--- config.mk ---
export PLATFORM = sky130hd
export DESIGN_NAME = poly_reduce_sched_flat
export DESIGN_NICKNAME = d
export VERILOG_FILES = /design/src/rtl/poly_reduce_sched_if.sv /design/src/rtl/poly_reduce_sched.sv /design/src/flat_wrapper.sv
export SDC_FILE = /design/constraint.sdc
export NUM_CORES = 1
export LEC_CHECK = 0
export BUFFER_PORTS_ARGS = -buffer_cell sky130_fd_sc_hd__buf_4
export CORE_AREA = 5 5 77 79
export CTS_CLUSTER_SIZE = 10
export DETAILED_ROUTE_END_ITERATION = 6
export DIE_AREA = 0 0 82 84
export GPL_TIMING_DRIVEN = 0
export PLACE_DENSITY_LB_ADDON = 0.1
export SLEW_MARGIN = 15
export SYNTH_ARGS = -nofsm -noshare
export SYNTH_HDL_FRONTEND = slang
export SYNTH_SLANG_ARGS = --single-unit
--- constraint.sdc ---
create_clock -name clk -period 1.9 [get_ports clk]
set_input_delay 0.285 -clock clk [delete_from_list [all_inputs] [get_ports clk]]
set_output_delay 0.285 -clock clk [all_outputs]
set_load 0.1 [all_outputs]
--- src/rtl/poly_reduce_sched_if.sv ---
// Bus bundle between the reduce sequencer and its environment
// (NTT control handshake, coefficient RAM ports, Barrett reducer ports).
//
// Parameters:
//   ADDR_W   - coefficient RAM address width
//
// Signals (directions as seen from the sequencer, modport master):
//   start_i, abort_i       run request / cancel from NTT control
//   busy_o, done_o         run in progress / one-cycle completion pulse
//   rd_en_o, rd_addr_o     RAM read port request
//   rd_data_i              RAM read data (signed coefficient)
//   red_in_o, red_out_i    reducer input / reducer output
//   wr_en_o, wr_addr_o,    RAM write port
//   wr_data_o
// Modport slave is the environment side (control, RAM and reducer).
interface poly_reduce_sched_if #(
  parameter int ADDR_W = 9
);
  logic              start_i;
  logic              abort_i;
  logic              busy_o;
  logic              done_o;
  logic              rd_en_o;
  logic [ADDR_W-1:0] rd_addr_o;
  logic [15:0]       rd_data_i;
  logic [15:0]       red_in_o;
  logic [11:0]       red_out_i;
  logic              wr_en_o;
  logic [ADDR_W-1:0] wr_addr_o;
  logic [15:0]       wr_data_o;

  modport master (
    input  start_i, abort_i, rd_data_i, red_out_i,
    output busy_o, done_o, rd_en_o, rd_addr_o, red_in_o,
           wr_en_o, wr_addr_o, wr_data_o
  );

  modport slave (
    output start_i, abort_i, rd_data_i, red_out_i,
    input  busy_o, done_o, rd_en_o, rd_addr_o, red_in_o,
           wr_en_o, wr_addr_o, wr_data_o
  );
endinterface

--- src/rtl/poly_reduce_sched.sv ---
// Sequencer that streams every coefficient of a KYBER_K-polynomial vector
// from the coefficient RAM through the pipelined Barrett reducer and writes
// each result back in place.
//
// Ports:
//   clk      - clock
//   reset_n  - asynchronous active-low reset
//   bus      - poly_reduce_sched_if.master: start/abort/busy/done handshake,
//              RAM read/write ports and reducer in/out
//
// Optional feature (macro POLY_REDUCE_CSUB_EN): when defined, the write data
// gets a final conditional subtraction of KYBER_Q so stored coefficients are
// canonical in [0, KYBER_Q). Purely combinational; latency unchanged.
module poly_reduce_sched #(
  parameter int KYBER_K = 2,
  parameter int KYBER_N = 256,
  parameter int KYBER_Q = 3329,
  parameter int ADDR_W  = 9,
  parameter int RAM_LAT = 1,
  parameter int RED_LAT = 4
) (
  input logic              clk,
  input logic              reset_n,
  poly_reduce_sched_if.master bus
);

  localparam int D     = RAM_LAT + RED_LAT;
  localparam int NCOEF = KYBER_K * KYBER_N;
  localparam logic [ADDR_W-1:0] LAST_ADDR = ADDR_W'(NCOEF - 1);

  if (D < 2 || (2 ** ADDR_W) < NCOEF || KYBER_Q < 1 || KYBER_Q > 4095) begin : g_cfg_check
    $error("poly_reduce_sched: illegal parameter set");
  end

  typedef enum logic [1:0] {
    S_IDLE,
    S_ISSUE,
    S_DRAIN,
    S_DONE
  } state_t;

  state_t            state_q, state_d;
  logic              busy_q, done_q, rd_en_q;
  logic [ADDR_W-1:0] rd_addr_q;
  logic              kill;
  logic              dl_tail_empty;

  // {valid, addr} delay line matching RAM + reducer latency
  logic [D-1:0]      dl_valid;
  logic [ADDR_W-1:0] dl_addr [D];

  // When stages 0..D-2 are empty the line will be empty after the next shift
  // (issue has stopped), so the DONE cycle lands right after the last write.
  assign dl_tail_empty = (dl_valid[D-2:0] == '0);

  always_ff @(posedge clk or negedge reset_n) begin
    if (!reset_n) begin
      state_q <= S_IDLE;
    end else begin
      state_q <= state_d;
    end
  end

  always_comb begin
    state_d = state_q;
    kill    = 1'b0;
    case (state_q)
      S_IDLE: begin
        if (bus.start_i && !bus.abort_i) begin
          state_d = S_ISSUE;
        end
      end
      S_ISSUE: begin
        if (bus.abort_i) begin
          state_d = S_IDLE;
          kill    = 1'b1;
        end else if (rd_addr_q == LAST_ADDR) begin
          state_d = S_DRAIN;
        end
      end
      S_DRAIN: begin
        if (bus.abort_i) begin
          state_d = S_IDLE;
          kill    = 1'b1;
        end else if (dl_tail_empty) begin
          state_d = S_DONE;
        end
      end
      S_DONE: begin
        state_d = S_IDLE;
        kill    = bus.abort_i;
      end
      default: begin
        state_d = S_IDLE;
      end
    endcase
  end

  // Registered outputs are derived from the next state so they change on
  // the same edge as the state register.
  always_ff @(posedge clk or negedge reset_n) begin
    if (!reset_n) begin
      busy_q    <= 1'b0;
      done_q    <= 1'b0;
      rd_en_q   <= 1'b0;
      rd_addr_q <= '0;
    end else begin
      busy_q  <= (state_d != S_IDLE);
      done_q  <= (state_d == S_DONE);
      rd_en_q <= (state_d == S_ISSUE);
      if (state_q == S_IDLE && state_d == S_ISSUE) begin
        rd_addr_q <= '0;
      end else if (state_q == S_ISSUE && state_d == S_ISSUE) begin
        rd_addr_q <= rd_addr_q + ADDR_W'(1);
      end
    end
  end

  always_ff @(posedge clk or negedge reset_n) begin
    if (!reset_n) begin
      dl_valid <= '0;
      for (int unsigned i = 0; i < D; i++) begin
        dl_addr[i] <= '0;
      end
    end else begin
      dl_valid   <= kill ? '0 : {dl_valid[D-2:0], rd_en_q};
      dl_addr[0] <= rd_addr_q;
      for (int unsigned i = 1; i < D; i++) begin
        dl_addr[i] <= dl_addr[i-1];
      end
    end
  end

  assign bus.busy_o    = busy_q;
  assign bus.done_o    = done_q;
  assign bus.rd_en_o   = rd_en_q;
  assign bus.rd_addr_o = rd_addr_q;
  assign bus.red_in_o  = bus.rd_data_i;
  assign bus.wr_en_o   = dl_valid[D-1];
  assign bus.wr_addr_o = dl_addr[D-1];

`ifdef POLY_REDUCE_CSUB_EN
  localparam logic [11:0] Q12 = 12'(KYBER_Q);
  logic [11:0] csub;
  always_comb begin
    csub = (bus.red_out_i >= Q12) ? (bus.red_out_i - Q12) : bus.red_out_i;
  end
  assign bus.wr_data_o = {4'b0, csub};
`else
  assign bus.wr_data_o = {4'b0, bus.red_out_i};
`endif

endmodule
--- src/flat_wrapper.sv ---
// flat-port wrapper written by rule: the top's interface ports become plain ports
module poly_reduce_sched_flat 
#(
  parameter int KYBER_K = 2,
  parameter int KYBER_N = 256,
  parameter int KYBER_Q = 3329,
  parameter int ADDR_W  = 9,
  parameter int RAM_LAT = 1,
  parameter int RED_LAT = 4
)
  (clk, reset_n, bus_start_i, bus_abort_i, bus_rd_data_i, bus_red_out_i, bus_busy_o, bus_done_o, bus_rd_en_o, bus_rd_addr_o, bus_red_in_o, bus_wr_en_o, bus_wr_addr_o, bus_wr_data_o);
  poly_reduce_sched_if #(.ADDR_W(ADDR_W)) bus_i ();
  input logic clk;
  input logic reset_n;
  input wire logic [$bits(bus_i.start_i)-1:0] bus_start_i;
  input wire logic [$bits(bus_i.abort_i)-1:0] bus_abort_i;
  input wire logic [$bits(bus_i.rd_data_i)-1:0] bus_rd_data_i;
  input wire logic [$bits(bus_i.red_out_i)-1:0] bus_red_out_i;
  output wire logic [$bits(bus_i.busy_o)-1:0] bus_busy_o;
  output wire logic [$bits(bus_i.done_o)-1:0] bus_done_o;
  output wire logic [$bits(bus_i.rd_en_o)-1:0] bus_rd_en_o;
  output wire logic [$bits(bus_i.rd_addr_o)-1:0] bus_rd_addr_o;
  output wire logic [$bits(bus_i.red_in_o)-1:0] bus_red_in_o;
  output wire logic [$bits(bus_i.wr_en_o)-1:0] bus_wr_en_o;
  output wire logic [$bits(bus_i.wr_addr_o)-1:0] bus_wr_addr_o;
  output wire logic [$bits(bus_i.wr_data_o)-1:0] bus_wr_data_o;
  assign bus_i.start_i = bus_start_i;
  assign bus_i.abort_i = bus_abort_i;
  assign bus_i.rd_data_i = bus_rd_data_i;
  assign bus_i.red_out_i = bus_red_out_i;
  assign bus_busy_o = bus_i.busy_o;
  assign bus_done_o = bus_i.done_o;
  assign bus_rd_en_o = bus_i.rd_en_o;
  assign bus_rd_addr_o = bus_i.rd_addr_o;
  assign bus_red_in_o = bus_i.red_in_o;
  assign bus_wr_en_o = bus_i.wr_en_o;
  assign bus_wr_addr_o = bus_i.wr_addr_o;
  assign bus_wr_data_o = bus_i.wr_data_o;
  poly_reduce_sched #(.KYBER_K(KYBER_K), .KYBER_N(KYBER_N), .KYBER_Q(KYBER_Q), .ADDR_W(ADDR_W), .RAM_LAT(RAM_LAT), .RED_LAT(RED_LAT)) u_core (.clk(clk), .reset_n(reset_n), .bus(bus_i));
endmodule
==> results.py <==
metrics = {
    "routing": {
        "ant_nets": 0,
        "wl_met2_um": 2270,
        "via_per_inst": 4.36,
        "wl_per_cell_um": 13.3,
        "drt-met1-wl_um": 1560,
        "vias": 1377,
        "drtPass1Iterations": 4,
        "drc": 0,
        "wl_met3_um": 315,
        "initialDrtViolationCount": 59,
        "top_layer_used": "met4",
        "wl_um": 4190,
    },
    "setup_path": {
        "crit_path_start": "u_core.bus.rd_addr_o[4]$_DFFE_PN0P_",
        "crit_family": "simple AND/OR/NAND/NOR gates",
        "reg2reg_slack_ns": 0.09,
        "slowest_delay_ns": 0.50,
        "critPathSlowestCell": "dfrtp_4",
        "r2r_cells": 8,
        "start_kind": "flop",
        "path_cells": "and3_4 -> nand2_2 -> nor2_1 -> ha_2 -> nand2_4 -> nand4_4 -> or3_1 -> a21oi_1",
        "reg2reg_from": "u_core.bus.rd_addr_o[4]$_DFFE_PN0P_",
        "end_kind": "flop",
        "cp_max_fo": 6,
        "worst-path-stages": 8,
        "cp-endpoint": "u_core.bus.rd_addr_o[5]$_DFFE_PN0P_",
        "cp_num_buf_inv": 0,
        "critPathRequiredTime_ns": 2.15,
        "reg2reg_to": "u_core.bus.rd_addr_o[5]$_DFFE_PN0P_",
        "critical_path_class": "flop to flop",
        "critical_path_arrival_ns": 2.06,
    },
    "global_route": {
        "grt.total_usage_pct": 12.9,
        "grt_pass1_vias": 1471,
        "overflow": 0,
        "grt_pass1_wl_um": 6690,
        "grt_max_degree": 65,
        "antenna_found_initial": 0,
    },
    "placement": {
        "dp.cells": 295,
        "hpwl_um": 3110,
        "portBuffers": 52,
        "place_congestion": 0.768,
    },
    "cts": {
        "cts_buffers": 9,
        "cts_tree": "yes",
        "holdBufCountCts": 0,
        "clk_latency_ns": 0.32,
        "cts.sinks": 64,
        "root_buffer": "clkbuf_8",
        "cts_buffer_depth": 2,
        "htreeDepth": 3,
        "clk_pin_slew_ns": 0.07,
    },
    "synthesis": {
        "synth_top_cell_by_area": "dfrtp_1",
        "synth_area_leaders": "dfrtp_1, buf_4, a22o_1, xor2_1, and2_1",
        "yosys_warnings": 0,
        "yosysSeqAreaShare_pct": 68.7,
        "netlist_instances": 168,
        "synthTopCellsByCount": "dfrtp_1, buf_4, nor2_1",
        "syn_area_per_cell_um2": 13.9,
        "synth_most_common_cell": "dfrtp_1",
        "synth-main-ff-cell": "dfrtp_1",
        "synthDistinctLibCells": 28,
        "ys_seq_elements": 64,
        "synth.top_cell.area_share_pct": 68.7,
        "async_flop_share_pct": 100,
        "netlist_area_mm2": 0.00233,
        "synth_edf_count": 0,
    },
    "pwr": {
        "p_per_area_mw_per_mm2": 1030,
        "combPwrFrac_pct": 23.7,
        "p_int_mw": 2.09,
        "switchingPower_mw": 1.08,
        "p_clk_share_pct": 29.1,
        "p_leak_nw": 1.61,
        "power_frac_seq_pct": 47.2,
        "swShare_pct": 34.2,
        "vdd_drop_max_v": 0.000556,
    },
    "floorplanning": {
        "die_h_um": 84,
        "num_rows": 27,
        "start_util_pct": 44.3,
        "io_pins": 86,
        "dieArea_mm2": 0.00689,
        "die_w_um": 82,
        "coreArea_mm2": 0.00527,
    },
    "finish": {
        "n_antenna_cell": 0,
        "layout-drive-gt1-share_pct": 56.1,
        "layout.nets": 273,
        "syn_to_final_growth_pct": 32.0,
        "nFillCells": 446,
        "layout.cells.non_filler": 316,
    },
    "sta": {
        "worst_slew_pin_slew_ns": 0.738,
        "slew_headroom_pct": 50.8,
        "final_max_slew_viol_count": 0,
        "setup_viol": 0,
        "setup_tns_ns": 0,
        "post-route-min-period_ns": 1.81,
        "fmax_mhz": 551,
        "clock_skew_ns": 0.00744,
        "hold_violations": 0,
        "min_period_over_period_pct": 95.5,
    },
    "job": {
        "max_cap_violations": 0,
    },
    "status": {
        "status": "finished clean",
    },
    "min_path": {
        "hold_class": "input port to async pin",
    },
}
[flip-flops by register name, summed over array words and instances (netlist names)]
| name | count |
|---|---|
| u_core.dl_addr | 36 |
| u_core.bus.rd_addr_o | 9 |
| u_core.bus.wr_addr_o | 9 |
| u_core.dl_valid | 5 |
| u_core.state_q | 2 |
| u_core.bus.busy_o | 1 |
| u_core.bus.done_o | 1 |
| u_core.bus.rd_en_o | 1 |
[timing repair]
action | in CTS | in global routing
gates resized for setup | 0 | 3
endpoints found under the setup margin | 0 | 2
setup buffers | 0 | 5
endpoints found under the hold margin | 0 | 0
[per-stage QoR]
stage / setup WS [ns] / instance area [um^2] / util [%] / hold slack (ns) / power (mW)
final: 0.0863 / 3080 / 58.4 / 0.0354 / 3.18
after global routing: -0.00312 / 3080 / 58.4 / 0.0880 / 3.31
after CTS: 0.0430 / 3030 / 57.5 / 0.0475 / 3.23
after detailed placement: 0.0666 / 2870 / 54.5 / 0.335 / 2.29
after global placement: 0.0952 / 2870 / 54.5 / 0.332 / 2.27
after floorplan: 0.00234 / 2390 / - / -0.0106 / 2.13
[how the worst min path moves through the flow]
stage                                       startpoint                                 to  slack [ns]  cells past startpoint
after floorplan                                reset_n        u_core.bus.busy_o$_DFF_PN0_       -0.01                      0
after global placement     u_core.dl_addr[9]$_DFF_PN0_  u_core.bus.wr_addr_o[0]$_DFF_PN0_        0.33                      0
after detailed placement  u_core.dl_addr[26]$_DFF_PN0_       u_core.dl_addr[17]$_DFF_PN0_        0.33                      0
after CTS                                      reset_n       u_core.dl_addr[32]$_DFF_PN0_        0.05                      1
after global routing                           reset_n  u_core.bus.wr_addr_o[6]$_DFF_PN0_        0.09                      1
final                                          reset_n  u_core.bus.wr_addr_o[2]$_DFF_PN0_        0.04                      1
[cell usage in the layout, fill, tap and decap left out, drive strengths merged]
cell      Yosys  final
a21oi         2      2
a211oi        1      1
clkbuf        0     12
nand3b        1      1
ha            2      2
or3           2      2
nor4b         1      1
o21ai         4      4
xor2          4      4
nand3         1      1
clkinvlp      0      1
nand2         7      7
buf          45    102
conb          1      4
nand4         4      4
and3          2      2
and2          5      5
and4bb        1      1
dfrtp        64     64
nor2          9      9
o21a          1      1
clkinv        0      3
nor4          1      1
or2           1      1
mux2          2      2
a22o          4      4
nor3          3      3
[power groups by stage]
stage | Sequential [mW] | Combinational (mW) | Clock, mW
2_1_floorplan | 1.64 | 0.490 | 0
3_3_place_gp | 1.52 | 0.750 | 0
3_5_place_dp | 1.53 | 0.760 | 0
4_1_cts | 1.50 | 0.759 | 0.966
5_1_grt | 1.51 | 0.781 | 1.03
6_report | 1.50 | 0.753 | 0.924
[worst reg2reg max path, stage by stage (launching register included)]
cell,delay (ns)
dfrtp_4,0.50
and3_4,0.18
nand2_2,0.08
nor2_1,0.06
ha_2,0.22
nand2_4,0.10
nand4_4,0.11
or3_1,0.32
a21oi_1,0.16
[cell families after synthesis]
kind of cell / synth area share, %
adders and majority gates: 1.07
xor gates and xnor gates: 1.50
and+or+nand+nor: 10.0
buffers and inverters: 14.2
other: 0.161
muxes: 0.966
AOI/OAI and AO/OA: 3.43
DFF: 68.7
[layer usage]
metal	up-vias	track usage, %
li1	649	-
met1	680	14.3
met2	43	21.2
met3	5	4.97
met4	0	6.34
met5	-	0
[cell type report]
| type | instances | area (um^2) | area share (%) |
|---|---|---|---|
| sequential | 64 | 1630 | 52.8 |
| multi-input combinational | 62 | 448 | 14.5 |
| timing repair buffer | 57 | 428 | 13.9 |
| buffer | 45 | 330 | 10.7 |
| clock buffer | 12 | 135 | 4.39 |
| tap | 72 | 90.1 | 2.93 |
| clock inverter | 4 | 22.5 | 0.731 |
Power figures use the tool's default switching activity.
